<file path="src/rtl/vga_scanout.sv">
// 640x480@60 VGA scan-out: pixel-tick timing, linear front-bank reads, registered
// pixel/sync/blank outputs and a vblank-aligned double-buffer swap.
module vga_scanout #(
    parameter int H_ACTIVE = 640,
    parameter int H_FP     = 16,
    parameter int H_SYNC   = 96,
    parameter int H_BP     = 48,
    parameter int V_ACTIVE = 480,
    parameter int V_FP     = 10,
    parameter int V_SYNC   = 2,
    parameter int V_BP     = 33,
    parameter int CLK_DIV  = 2,
    parameter int ADDR_W   = 19,
    parameter int PIX_W    = 12
) (
    input  logic              clk,
    input  logic              rst,
    input  logic              swap_req,
    output logic              swap_ack,
    output logic              front_sel,
    output logic              refresh,
    output logic              rd_en,
    output logic              rd_bank,
    output logic [ADDR_W-1:0] rd_addr,
    input  logic [PIX_W-1:0]  rd_data,
    output logic [PIX_W-1:0]  pix_out,
    output logic              hsync,
    output logic              vsync,
    output logic              blank_n
);

    localparam int H_TOTAL = H_ACTIVE + H_FP + H_SYNC + H_BP;
    localparam int V_TOTAL = V_ACTIVE + V_FP + V_SYNC + V_BP;
    localparam int HW      = $clog2(H_TOTAL);
    localparam int VW      = $clog2(V_TOTAL);
    localparam int DW      = (CLK_DIV > 1) ? $clog2(CLK_DIV) : 1;

    logic [DW-1:0] div;
    logic [HW-1:0] h_cnt;
    logic [VW-1:0] v_cnt;
    logic          tick;
    logic          active;
    logic          h_wrap;
    logic          v_wrap;
    logic          hs_on;
    logic          vs_on;
    logic          vb_edge;

    // Position of the tick, captured so the output stage can pair it with rd_data
    logic          st_valid;
    logic          st_active;
    logic          st_hs;
    logic          st_vs;

    always_comb begin
        tick    = (int'(div) == CLK_DIV - 1);
        active  = (int'(h_cnt) < H_ACTIVE) && (int'(v_cnt) < V_ACTIVE);
        h_wrap  = (int'(h_cnt) == H_TOTAL - 1);
        v_wrap  = (int'(v_cnt) == V_TOTAL - 1);
        hs_on   = (int'(h_cnt) >= H_ACTIVE + H_FP) &&
                  (int'(h_cnt) <  H_ACTIVE + H_FP + H_SYNC);
        vs_on   = (int'(v_cnt) >= V_ACTIVE + V_FP) &&
                  (int'(v_cnt) <  V_ACTIVE + V_FP + V_SYNC);
        vb_edge = tick && h_wrap && (int'(v_cnt) == V_ACTIVE - 1);
        rd_en   = tick && active;
        rd_bank = front_sel;
    end

    always_ff @(posedge clk or posedge rst) begin
        if (rst) begin
            div       <= '0;
            h_cnt     <= '0;
            v_cnt     <= '0;
            rd_addr   <= '0;
            front_sel <= 1'b0;
            refresh   <= 1'b0;
            swap_ack  <= 1'b0;
        end else begin
            div      <= tick ? '0 : div + DW'(1);
            refresh  <= vb_edge;
            swap_ack <= vb_edge && swap_req;
            if (vb_edge && swap_req) begin
                front_sel <= ~front_sel;
            end
            if (tick) begin
                h_cnt <= h_wrap ? '0 : h_cnt + HW'(1);
                if (h_wrap) begin
                    v_cnt <= v_wrap ? '0 : v_cnt + VW'(1);
                end
                if (h_wrap && v_wrap) begin
                    rd_addr <= '0;
                end else if (active) begin
                    rd_addr <= rd_addr + ADDR_W'(1);
                end
            end
        end
    end

    // rd_data arrives the clk after the read, so sync/blank ride one stage with it
    always_ff @(posedge clk or posedge rst) begin
        if (rst) begin
            st_valid  <= 1'b0;
            st_active <= 1'b0;
            st_hs     <= 1'b0;
            st_vs     <= 1'b0;
            blank_n   <= 1'b0;
            pix_out   <= '0;
            hsync     <= 1'b1;
            vsync     <= 1'b1;
        end else begin
            st_valid <= tick;
            if (tick) begin
                st_active <= active;
                st_hs     <= hs_on;
                st_vs     <= vs_on;
            end
            if (st_valid) begin
                blank_n <= st_active;
                pix_out <= st_active ? rd_data : '0;
                hsync   <= ~st_hs;
                vsync   <= ~st_vs;
            end
        end
    end

endmodule

</file>
<file path="config.mk">
export PLATFORM = sky130hd
export DESIGN_NAME = vga_scanout
export DESIGN_NICKNAME = d
export VERILOG_FILES = /design/src/rtl/vga_scanout.sv
export SDC_FILE = /design/constraint.sdc
export NUM_CORES = 1
export LEC_CHECK = 0
export ABC_AREA = 1
export CORE_MARGIN = 2
export CORE_UTILIZATION = 56
export CTS_BUF_LIST = sky130_fd_sc_hd__clkbuf_4
export DETAILED_ROUTE_END_ITERATION = 8
export PLACE_DENSITY = 0.83
export SLEW_MARGIN = 5
export SYNTH_ARGS = -nofsm -noshare
export SYNTH_HDL_FRONTEND = slang
export SYNTH_SLANG_ARGS = --single-unit
</file>
<file path="constraint.sdc">
create_clock -name clk -period 3.3 [get_ports clk]
set_clock_uncertainty 0.2 [all_clocks]
set_input_delay 0.99 -clock clk [delete_from_list [all_inputs] [get_ports clk]]
set_output_delay 0.99 -clock clk [all_outputs]
set_load 0.02 [all_outputs]
</file>
### Word level (Yosys, flattened, before mapping)

Cells that the tools add are included.

| word-level totals | value |
|---|---|
| flip-flop bits (word level) | 62 |
| input port bits | 15 |
| output and inout port bits | 39 |
| logic and storage cells | 48 |

| cells by class | value |
|---|---|
| add/sub/neg operators | 4 |
| order comparisons | 6 |
| equal/unequal tests | 3 |
| muxes and demuxes | 6 |
| bitwise gates (word level) | 3 |
| reductions and logical operators | 11 |

Operators by type and width:

| kind | number |
|---|---|
| 19-bit 2-to-1 mux | 2 |
| 10-bit by 1-bit adder with 10-bit output, second input constant | 2 |
| 10-bit equality test, second input constant | 2 |
| 10-bit < comparator, second input constant | 2 |
| 10-bit by 9-bit < comparator with 1-bit output, second input constant | 2 |
| 10-bit 2-to-1 mux | 2 |
| 19-bit by 1-bit adder with 19-bit output, second input constant | 1 |
| 12-bit 2-to-1 mux | 1 |
| 10-bit by 9-bit equality test with 1-bit output, second input constant | 1 |
| 10-bit >= comparator, second input constant | 1 |
| 10-bit by 9-bit >= comparator with 1-bit output, second input constant | 1 |
| 1-bit logical AND | 8 |
| 2-bit AND reduction | 2 |
| 1-bit NOT | 3 |
| 2-bit nonzero test | 1 |
| 1-bit adder, second input constant | 1 |
| 1-bit 2-to-1 mux | 1 |

### Logic depth before layout (Yosys ltp)

| depth | value |
|---|---|
| depth in word-level cells | 4 |
| depth in mapped cells | 10 |
| depth with buffers taken out | 10 |

### Worst setup path after synthesis

OpenSTA, ideal clock, no wires.

| timing path | value |
|---|---|
| kind | register to output |
| from | register v_cnt[9] |
| to | output port rd_en |
| arrival time | 1.078 ns |
| data required time | 2.110 ns |
| setup slack | 1.032 ns |
| stages on the path, launching flop included | 7 |
| buffers on the path | 1 |
| cells stage by stage | dfrtp_1 > inv_1 > nand2_1 > nor2_1 > o21ai_2 > inv_2 > buf_4 |

| on the way | value |
|---|---|
| longest elaborated chain between the ends | 3 |

RTL lines:

| item | line | RTL |
|---|---|---|
| from (decl) | 40 | `logic [VW-1:0] v_cnt;` |
| from (signal assigned) | 88 | `v_cnt <= v_wrap ? '0 : v_cnt + VW'(1);` |
| 10-bit by 9-bit < comparator with 1-bit output | 57 | `active = (int'(h_cnt) < H_ACTIVE) && (int'(v_cnt) < V_ACTIVE);` |
| 1-bit logical AND | 57 |  |
| 1-bit logical AND | 65 | `rd_en = tick && active;` |
| to (decl) | 22 | `output logic rd_en,` |

No other way between the ends.

### Worst setup path in the final report

| timing path | value |
|---|---|
| from | register rd_addr[10] |
| to | output port rd_addr[10] |

RTL lines:

| item | line | RTL |
|---|---|---|
| from (decl) | 24 | `output logic [ADDR_W-1:0] rd_addr,` |
| from (signal assigned) | 93 | `rd_addr <= rd_addr + ADDR_W'(1);` |

No word-level cell between the ends.

==> flow_summary.toml <==
[routing]
vias = 2914
firstDrtPassIters = 5
ant_nets = 0
avgViaCountPerCell = 5.194
drtIter0Drc = 177
drc_errors = 0
wl_per_cell_um = 12.83
drt-total-wl_um = 7198

[cells_and_area]
nets = 501
layout_common_cells = "nand2_1 (140), dfrtp_1 (59), clkdlybuf4s50_1 (52)"
final_common_cell = "nand2_1"
antennaDiodeCount = 0
fin_area_mm2 = 0.004126
post_layout_nonfiller_instances = 561
drive_gt1_frac = 0.1193
postLayoutCoreUtil = 0.7053
area_growth_pct = 22.56

[cts]
cts_buffers = 9
cts_tree = "done"
clkTransAtPathRegs_ns = 0.11
clkSinkCount = 62
clock_path_buffers = 2
clkLatencyLatePin_ns = 0.43
h-tree-depth = 3
cts_setup_buffers = 0
cts-root-buf = "clkbuf_4"

[worst_setup_path]
reg2reg_depth = 8
max_stage_delay_ns = 0.67
critical_path_arrival_ns = 1.59
cp_top_family = "buffers and inverters"
cpMaxStageDelayCell = "clkdlybuf4s50_1"
start_kind = "flip-flop"
crit_path_end_kind = "primary output"
path_max_fanout = 8
worst-r2r-setup-slack_ns = 1.27
reg2reg_from = "h_cnt[1]"
critPathKind = "flip-flop to primary output"
crit_chain = "clkdlybuf4s50_1"
worstPathRequired_ns = 2.11
rr_endpoint = "rd_addr[18]"
crit_buf_inv = 1

[yosys]
synth_fp_nets = 444
ys_ff_latch = 62
synthesis.area_mm2 = 0.003367
syn_avg_cell_area_um2 = 7.941
syn_inst = 424
synth-async-reset-ratio = 1.000
synth_area_leaders = "dfrtp_1 (45%), nand2_1 (16%), nand3_1 (6.4%)"
synth_cell_type_count = 31
ys_seq_area_frac = 0.4615
synth-edff-count = 0
synth_top_area_share = 0.4459
yosys.area.top_type = "dfrtp_1"
synth_ff_type = "dfrtp_1"
ys_warn_count = 0

[die]
fp.dieH_um = 81.54
die_area_mm2 = 0.006649
dieWidth_um = 81.54
ios = 54
rows = 28
fp.coreArea_mm2 = 0.005851
start_util = 0.5755

[timing]
tightest_slew_ns = 0.4605
rsz0062_at_grt = "false"
slew_headroom = 0.6927
fin_ws_ns = 0.5167
finalHoldViolations = 0
drv_slew = 0
finalSetupViolCount = 0
fin_crit_sh = 0.8434
fmax_mhz = 359.3
period_minus_slack_ns = 2.783
hold_ws_ns = 0.2675
tns_ns = 0

[job]
maxCapViolations = 0

[placed_design]
globalplace.congestion = 0.8322
placedCellCount = 545
place_hpwl_um = 5041
portBuffers = 53
placed_area_mm2 = 0.003958
pre_cts_ws_ns = 0.5383

[min_path]
min_path_cells = 1
worstHoldEndpoint = "hsync"
holdCritStartpoint = "st_hs"
hold_path_class = "flip-flop to flip-flop"

[outcome]
status = "finished, final reports clean"

[global_route]
grt_pass1_wl_um = 12240
grt_overflow = 0
grt_pass1_vias = 2698
grt_use_total = 0.2392
antenna_found_initial = 0
grt_start_max_net_pins = 63

[power]
power.total_mw = 1.448
power_density_mw_per_mm2 = 350.8
peakVddDrop_mv = 0.2758
p_leak_nw = 1.945
[state kept, by name (all words and copies together) (netlist names)]
signal and count:
rd_addr 19, blank_n 1, div 1, st_vs 1, h_cnt 10, vsync 1
pix_out 12, st_valid 1, st_active 1, hsync 1, front_sel 1, swap_ack 1
refresh 1, v_cnt 10, st_hs 1
[kinds of logic (layout without fill, tap and decap cells)]
family / count (synthesis) / in the layout / synth area share
AND/OR/NAND/NOR: 270 / 270 / 0.3842
adder cells (fa/ha/maj): 5 / 5 / 0.01858
buffers and inverters: 53 / 115 / 0.06838
AO/OA/AOI/OAI: 24 / 24 / 0.04125
flip-flops: 62 / 62 / 0.4615
XOR/XNOR: 10 / 10 / 0.02601
[timing repair]
action / CTS / global route
hold buffers: 0 / 0
endpoints found under the setup margin: 0 / 1
gates resized for setup: 0 / 2
[cell usage after synthesis (5+ instances only)]
cell        n
nand4_1    10
o21bai_1    5
xor2_1      8
dfrtp_1    60
a21oi_1     5
o21ai_0    12
inv_1      41
nand3_1    43
ha_1        5
nand3_2    19
nand2_1   140
nor2_1     40
[worst max-delay path by stage]
stage                start     endpoint  slack (ns)  depth (start not counted)
2_1_floorplan          rst      blank_n        0.57                          1
3_3_place_gp           div        rd_en        0.55                          5
3_5_place_dp           div        rd_en        0.54                          5
4_1_cts                div        rd_en        0.05                          5
5_1_grt           v_cnt[9]        rd_en        0.38                          6
6_report       rd_addr[10]  rd_addr[10]        0.52                          1
[per-layer routing]
| layer | GRT usage | vias to the layer above | part of all wire |
|---|---|---|---|
| met3 | 0.05275 | 18 | 0.046 |
| met4 | 0.1085 | 0 | 0.021 |
| met5 | 0 | - | 0 |
| met2 | 0.3934 | 71 | 0.50 |
| li1 | - | 1469 | - |
| met1 | 0.3018 | 1356 | 0.43 |
[power breakdown]
part	internal, mW	switching [mW]	total (mW)
logic	0.0328	0.0338	0.0666
registers	0.767	0.00384	0.771
clock network	0.309	0.301	0.610
total	1.11	0.339	1.45
[area by class of cell]
class | count | area [um2]
Timing Repair Buffer | 56 | 568.0
Clock buffer | 9 | 67.56
Tap cell | 75 | 93.84
Inverter | 43 | 161.4
Clock inverter | 7 | 97.59
Fill cell | 451 | 1724
Sequential cell | 62 | 1555
Multi-Input combinational cell | 309 | 1583
Note: power is estimated with default switching activity, not from simulation.
